<file path="config.mk">
export PLATFORM = sky130hd
export DESIGN_NAME = lbm_rr_arbiter4
export DESIGN_NICKNAME = d
export VERILOG_FILES = /design/src/rtl/lbm_arb_pkg.sv /design/src/rtl/lbm_rr_arbiter4_mux4.sv /design/src/rtl/lbm_rr_arbiter4.sv
export SDC_FILE = /design/constraint.sdc
export NUM_CORES = 1
export LEC_CHECK = 0
export CAP_MARGIN = 10
export CORE_ASPECT_RATIO = 0.6
export CORE_MARGIN = 2
export CORE_UTILIZATION = 57
export CTS_CLUSTER_SIZE = 30
export DETAILED_ROUTE_END_ITERATION = 16
export DONT_BUFFER_PORTS = 1
export GPL_TIMING_DRIVEN = 0
export PLACE_DENSITY = 0.75
export SYNTH_ARGS = -nofsm -noshare
export SYNTH_HDL_FRONTEND = slang
export SYNTH_SLANG_ARGS = --single-unit
</file>
<file path="constraint.sdc">
create_clock -name clk -period 2.08 [get_ports clk]
set_input_delay 0.208 -clock clk [delete_from_list [all_inputs] [get_ports clk]]
set_output_delay 0.208 -clock clk [all_outputs]
set_load 0.01 [all_outputs]
</file>
<file path="src/rtl/lbm_arb_pkg.sv">
// Shared types and helpers for the four-requester LBM round-robin arbiter.
package lbm_arb_pkg;

    localparam int NUM_REQ = 4;

    typedef logic [1:0] req_idx_t;

    typedef enum logic {
        IDLE   = 1'b0,
        LOCKED = 1'b1
    } arb_state_t;

    // First set bit of valid, scanning upward from start with wrap 3->0.
    function automatic req_idx_t rr_pick(input logic [NUM_REQ-1:0] valid, input req_idx_t start);
        req_idx_t pick;
        req_idx_t cand;
        logic     found;
        pick  = start;
        found = 1'b0;
        for (int k = 0; k < NUM_REQ; k++) begin
            cand = start + req_idx_t'(k);
            if (!found && valid[cand]) begin
                pick  = cand;
                found = 1'b1;
            end
        end
        return pick;
    endfunction

endpackage

</file>
<file path="src/rtl/lbm_rr_arbiter4_mux4.sv">
// 4:1 payload select for the shared LBM datapath port.
module lbm_rr_arbiter4_mux4
    import lbm_arb_pkg::*;
#(
    parameter int WIDTH = 32
) (
    input  req_idx_t                  sel,
    input  logic signed [WIDTH-1:0]   d0,
    input  logic signed [WIDTH-1:0]   d1,
    input  logic signed [WIDTH-1:0]   d2,
    input  logic signed [WIDTH-1:0]   d3,
    output logic signed [WIDTH-1:0]   y
);

    always_comb begin
        unique case (sel)
            2'd0:    y = d0;
            2'd1:    y = d1;
            2'd2:    y = d2;
            default: y = d3;
        endcase
    end

endmodule

</file>
<file path="src/rtl/lbm_rr_arbiter4.sv">
// Four-way round-robin arbiter with a one-entry registered output stage.
// Optional burst locking (owner keeps the grant up to MAX_BURST beats) with LBM_ARB_BURST_LOCK_EN.
module lbm_rr_arbiter4
    import lbm_arb_pkg::*;
#(
    parameter int DATA_WIDTH = 32,
    parameter int MAX_BURST  = 4
) (
    input  logic                         clk,
    input  logic                         reset,
    input  logic [3:0]                   req_valid,
    input  logic signed [DATA_WIDTH-1:0] req_data0,
    input  logic signed [DATA_WIDTH-1:0] req_data1,
    input  logic signed [DATA_WIDTH-1:0] req_data2,
    input  logic signed [DATA_WIDTH-1:0] req_data3,
    output logic [3:0]                   req_ready,
    output logic                         out_valid,
    output logic signed [DATA_WIDTH-1:0] out_data,
    output logic [1:0]                   out_src,
    input  logic                         out_ready
);

    if (MAX_BURST < 1) begin : g_bad_burst
        $error("MAX_BURST must be at least 1");
    end

    logic                         r_out_valid;
    logic signed [DATA_WIDTH-1:0] r_out_data;
    req_idx_t                     r_out_src;
    req_idx_t                     r_rr_ptr;
    req_idx_t                     w_rr_ptr_nxt;
    req_idx_t                     w_winner;
    logic                         w_load_en;
    logic                         w_xfer;
    logic signed [DATA_WIDTH-1:0] w_mux_data;

    assign w_load_en = !r_out_valid || out_ready;
    assign w_xfer    = (|req_valid) && w_load_en && !reset;
    assign req_ready = w_xfer ? (4'b0001 << w_winner) : 4'b0000;

`ifdef LBM_ARB_BURST_LOCK_EN
    localparam int CNT_W = $clog2(MAX_BURST + 1);

    arb_state_t       r_state;
    arb_state_t       w_state_nxt;
    req_idx_t         r_owner;
    req_idx_t         w_owner_nxt;
    logic [CNT_W-1:0] r_burst_cnt;
    logic [CNT_W-1:0] w_cnt_nxt;
    logic             w_hold;

    // A lapsed owner releases the grant in the same cycle; the others are searched from owner+1.
    assign w_hold   = (r_state == LOCKED) && req_valid[r_owner];
    assign w_winner = w_hold ? r_owner
                             : rr_pick(req_valid, (r_state == LOCKED) ? req_idx_t'(r_owner + 2'd1) : r_rr_ptr);

    always_ff @(posedge clk) begin
        if (reset) begin
            r_state     <= IDLE;
            r_owner     <= '0;
            r_burst_cnt <= '0;
        end else begin
            r_state     <= w_state_nxt;
            r_owner     <= w_owner_nxt;
            r_burst_cnt <= w_cnt_nxt;
        end
    end

    // NOTE: every always_comb output gets a default first so no path leaves it unassigned (no latch).
    always_comb begin
        w_state_nxt  = r_state;
        w_owner_nxt  = r_owner;
        w_cnt_nxt    = r_burst_cnt;
        w_rr_ptr_nxt = r_rr_ptr;
        if (w_hold) begin
            if (w_xfer) begin
                if (r_burst_cnt == CNT_W'(MAX_BURST - 1)) begin
                    w_state_nxt  = IDLE;
                    w_cnt_nxt    = '0;
                    w_rr_ptr_nxt = r_owner + 2'd1;
                end else begin
                    w_cnt_nxt = r_burst_cnt + CNT_W'(1);
                end
            end
        end else begin
            if (r_state == LOCKED) begin
                w_state_nxt  = IDLE;
                w_cnt_nxt    = '0;
                w_rr_ptr_nxt = r_owner + 2'd1;
            end
            if (w_xfer) begin
                if (MAX_BURST == 1) begin
                    w_state_nxt  = IDLE;
                    w_rr_ptr_nxt = w_winner + 2'd1;
                end else begin
                    w_state_nxt = LOCKED;
                    w_owner_nxt = w_winner;
                    w_cnt_nxt   = CNT_W'(1);
                end
            end
        end
    end
`else
    assign w_winner = rr_pick(req_valid, r_rr_ptr);

    always_comb begin
        w_rr_ptr_nxt = r_rr_ptr;
        if (w_xfer) begin
            w_rr_ptr_nxt = w_winner + 2'd1;
        end
    end
`endif

    lbm_rr_arbiter4_mux4 #(
        .WIDTH (DATA_WIDTH)
    ) u_mux (
        .sel (w_winner),
        .d0  (req_data0),
        .d1  (req_data1),
        .d2  (req_data2),
        .d3  (req_data3),
        .y   (w_mux_data)
    );

    // NOTE: sequential state uses non-blocking assignments so all registers update from pre-edge values.
    always_ff @(posedge clk) begin
        if (reset) begin
            r_out_valid <= 1'b0;
            r_out_data  <= '0;
            r_out_src   <= '0;
            r_rr_ptr    <= '0;
        end else begin
            r_rr_ptr <= w_rr_ptr_nxt;
            if (w_xfer) begin
                r_out_valid <= 1'b1;
                r_out_data  <= w_mux_data;
                r_out_src   <= w_winner;
            end else if (out_ready) begin
                r_out_valid <= 1'b0;
            end
        end
    end

    assign out_valid = r_out_valid;
    assign out_data  = r_out_data;
    assign out_src   = r_out_src;

endmodule

</file>
==> impl_metrics.tcl <==
set metrics [dict create \
    synthFlopType "dfxtp_1" \
    min_to "out_data[10]$_SDFFE_PP0P_" \
    path_clk_slew_ns 0.07 \
    slew_headroom_pct 71.37 \
    multiInputGateArea_um2 1331 \
    die_w_um 83.86 \
    async_flop_share_pct 0 \
    cp.required_ns 2.25 \
    min_period_over_period_pct 100.1 \
    worstSetupPathType "reg -> reg" \
    grt_pass1_vias 2034 \
    cp.arrival_ns 2.25 \
    globalplace.congestion 0.7916 \
    max_freq_ghz 0.4805 \
    dp_cells 316 \
    grt_pass1_wl_um 10170 \
    n_antenna_cell 0 \
    synth_edf_count 0 \
    worst_pin_slew_ns 0.4294 \
    fin_ws_ns -0.001197 \
    hold_depth 2 \
    regArea_um2 742.0 \
    grt_max_degree 11 \
    rrSetupSlack_ns -0.001 \
    crit_path_start_kind "flip-flop" \
    cts_buffers 5 \
    fin_crit_ns 2.081 \
    rr_worst_depth 11 \
    drc 0 \
    hold_class "in -> reg" \
    vias_per_cell 6.879 \
    yosysSeqAreaShare_pct 33.96 \
    finalCoreUtilization_pct 71.68 \
    placed_area_um2 2293 \
    num_rows 17 \
    grt_usage_pct 30.26 \
    final_antenna_net_count 0 \
    status "finished with violations" \
    avgSynthCellArea_um2 8.107 \
    final_nets 425 \
    cts_tree "built" \
    rr_startpoint "r_rr_ptr[1]$_SDFFE_PP0P_" \
    final_hold_viol_count 0 \
    ys_ff_latch 37 \
    via_count 2277 \
    rsz0062_at_grt "yes" \
    synth_cell_types 25 \
    area_growth_pct 20.25 \
    ctsHoldBuffers 0 \
    antenna_found_initial 0 \
    crit_path_max_fanout 5 \
    layout-drive-gt1-share_pct 21.13 \
    cts_buffer_depth 2 \
    critical_path.endpoint_type "flip-flop" \
    power_leakage_nw 1.016 \
    portBuffers 0 \
    syn_inst 269 \
    syn_nets 409 \
    drv_cap 0 \
    hold_start "req_data3[10]" \
    fin_skew_ns 0.005797 \
    wl_um 6906 \
    first_iter_violations 219 \
    violations "negative setup slack" \
    cts_root_buf "clkbuf_8" \
    design_area_um2 2623 \
    core_area_um2 3659 \
    clock_sinks 37 \
    grt_overflow 0 \
    io_pins 174 \
    synth_warnings 0 \
    slew_viol_final 0 \
    die_y_um 51.91 \
    regToRegEndpoint "out_data[22]$_SDFFE_PP0P_" \
    powerDensity_nw_per_um2 1294 \
    drt_pass1_iterations 6 \
    clk_latency_ns 0.29 \
    fin_cells 331 \
    fill_cells 312 \
    synth_area_um2 2181 \
    setup_viol_count_final 2 \
    ctsHtreeMaxLevel 2 \
    dp_hpwl_um 4990 \
    post_drt_wl_per_cell_um 20.86 \
    ir_drop_mv 0.6542 \
    dieArea_um2 4353 \
    start_util_pct 59.61 \
]
==> area by class of cell <==
type / instances / area share [%]
Multi-Input combinational cell: 194 / 50.76
Sequential cell: 37 / 28.29
Buffer: 27 / 9.876
Timing Repair Buffer: 12 / 4.771
Clock buffer: 5 / 2.624
Tap cell: 47 / 2.242
Inverter: 8 / 1.240
Clock inverter: 1 / 0.1908
==> registers in the layout (all words and copies together), names as in the netlist <==
name / count
out_src: 2
r_rr_ptr: 2
out_valid: 1
out_data: 32
==> per-layer routing <==
layer / up-vias / share of wire, % / global-route usage [%]
met5: - / 0 / 0
met4: 0 / 1.6 / 10.75
met3: 13 / 9.1 / 8.254
met2: 133 / 47 / 50.40
met1: 1076 / 42 / 38.43
li1: 1055 / - / -
==> repair_timing <==
action                                  4_1_cts  5_1_grt
endpoints found under the hold margin         0        0
gates cloned                                  1        1
gates resized for setup                      34       62
endpoints found under the setup margin       35       36
pin swaps                                     8       55
buffers inserted                              7        3
==> cell usage after synthesis (3+ instances only) <==
| master | n | area (µm²) |
|---|---|---|
| ha_1 | 5 | 62.56 |
| buf_1 | 3 | 11.26 |
| nand3b_1 | 34 | 255.2 |
| buf_6 | 6 | 67.56 |
| inv_1 | 7 | 26.28 |
| nor2b_1 | 5 | 31.28 |
| clkbuf_1 | 21 | 78.83 |
| o21ai_0 | 53 | 265.3 |
| nand2_1 | 33 | 123.9 |
| o21ai_1 | 15 | 75.07 |
| a21oi_1 | 3 | 15.01 |
| a222oi_1 | 32 | 320.3 |
| nor2_1 | 4 | 15.01 |
| dfxtp_1 | 37 | 740.7 |
==> kinds of logic after synthesis <==
logic type | after synthesis | synth area share [%]
mux | 1 | 0.6883
simple gates | 81 | 21.40
fa+ha+maj | 5 | 2.869
compound gates | 107 | 32.47
buf+inv | 38 | 8.606
flops | 37 | 33.96
==> worst max path at each step <==
stage | start | to | slack (ns) | cells past startpoint
3_3_place_gp | r_rr_ptr[0]$_SDFFE_PP0P_ | out_data[22]$_SDFFE_PP0P_ | -0.34 | 11
6_report | r_rr_ptr[1]$_SDFFE_PP0P_ | out_data[22]$_SDFFE_PP0P_ | -0.001 | 11
3_5_place_dp | r_rr_ptr[0]$_SDFFE_PP0P_ | out_data[22]$_SDFFE_PP0P_ | -0.34 | 11
2_1_floorplan | r_rr_ptr[1]$_SDFFE_PP0P_ | out_data[30]$_SDFFE_PP0P_ | 0.03 | 11
5_1_grt | r_rr_ptr[1]$_SDFFE_PP0P_ | out_data[22]$_SDFFE_PP0P_ | -0.12 | 10
4_1_cts | r_rr_ptr[1]$_SDFFE_PP0P_ | out_data[22]$_SDFFE_PP0P_ | -0.07 | 11
==> where the power goes <==
group | total (W) | internal, W | leakage [nW] | switching, W
clock network | 0.000469 | 0.000220 | 0.0399 | 0.000248
logic | 0.00173 | 0.000865 | 0.669 | 0.000861
registers | 0.00120 | 0.000936 | 0.308 | 0.000263
==> per-stage QoR <==
stage               setup slack [ns]  setup TNS, ns  hold WS [ns]  power, W
finish                     -0.001197      -0.001609       0.07881  0.003394
floorplan                    0.02920              0        0.3608  0.002195
CTS                         -0.06978       -0.07942       0.07574  0.003182
detailed placement           -0.3434         -8.406        0.3902  0.002499
global placement             -0.3364         -7.371        0.3734  0.002474
global route                 -0.1212         -1.463       0.09314  0.003627
==> cells in the final DEF (no fill, tap or decap), types with 3 or more instances in the layout <==
cell type   n
nand2_1    32
buf_4      12
dfxtp_1    36
o21ai_0    20
buf_6       9
ha_4        3
inv_2       3
nor2b_1     5
buf_8       3
o21ai_1    46
inv_1       4
clkbuf_1    6
nand3b_1   34
a222oi_1   32
clkbuf_8    9
==> worst max-delay path: stages, from the launching register on <==
cell and delay, ns:
dfxtp_2 0.33, buf_6 0.12, nand2_2 0.05, a21oi_2 0.05
o31a_1 0.33, buf_6 0.15, ha_4 0.20, buf_8 0.14
a222oi_1 0.34, nand2_1 0.10, o21ai_1 0.10, o21ai_1 0.07
Note: power is estimated with default switching activity, not from simulation.
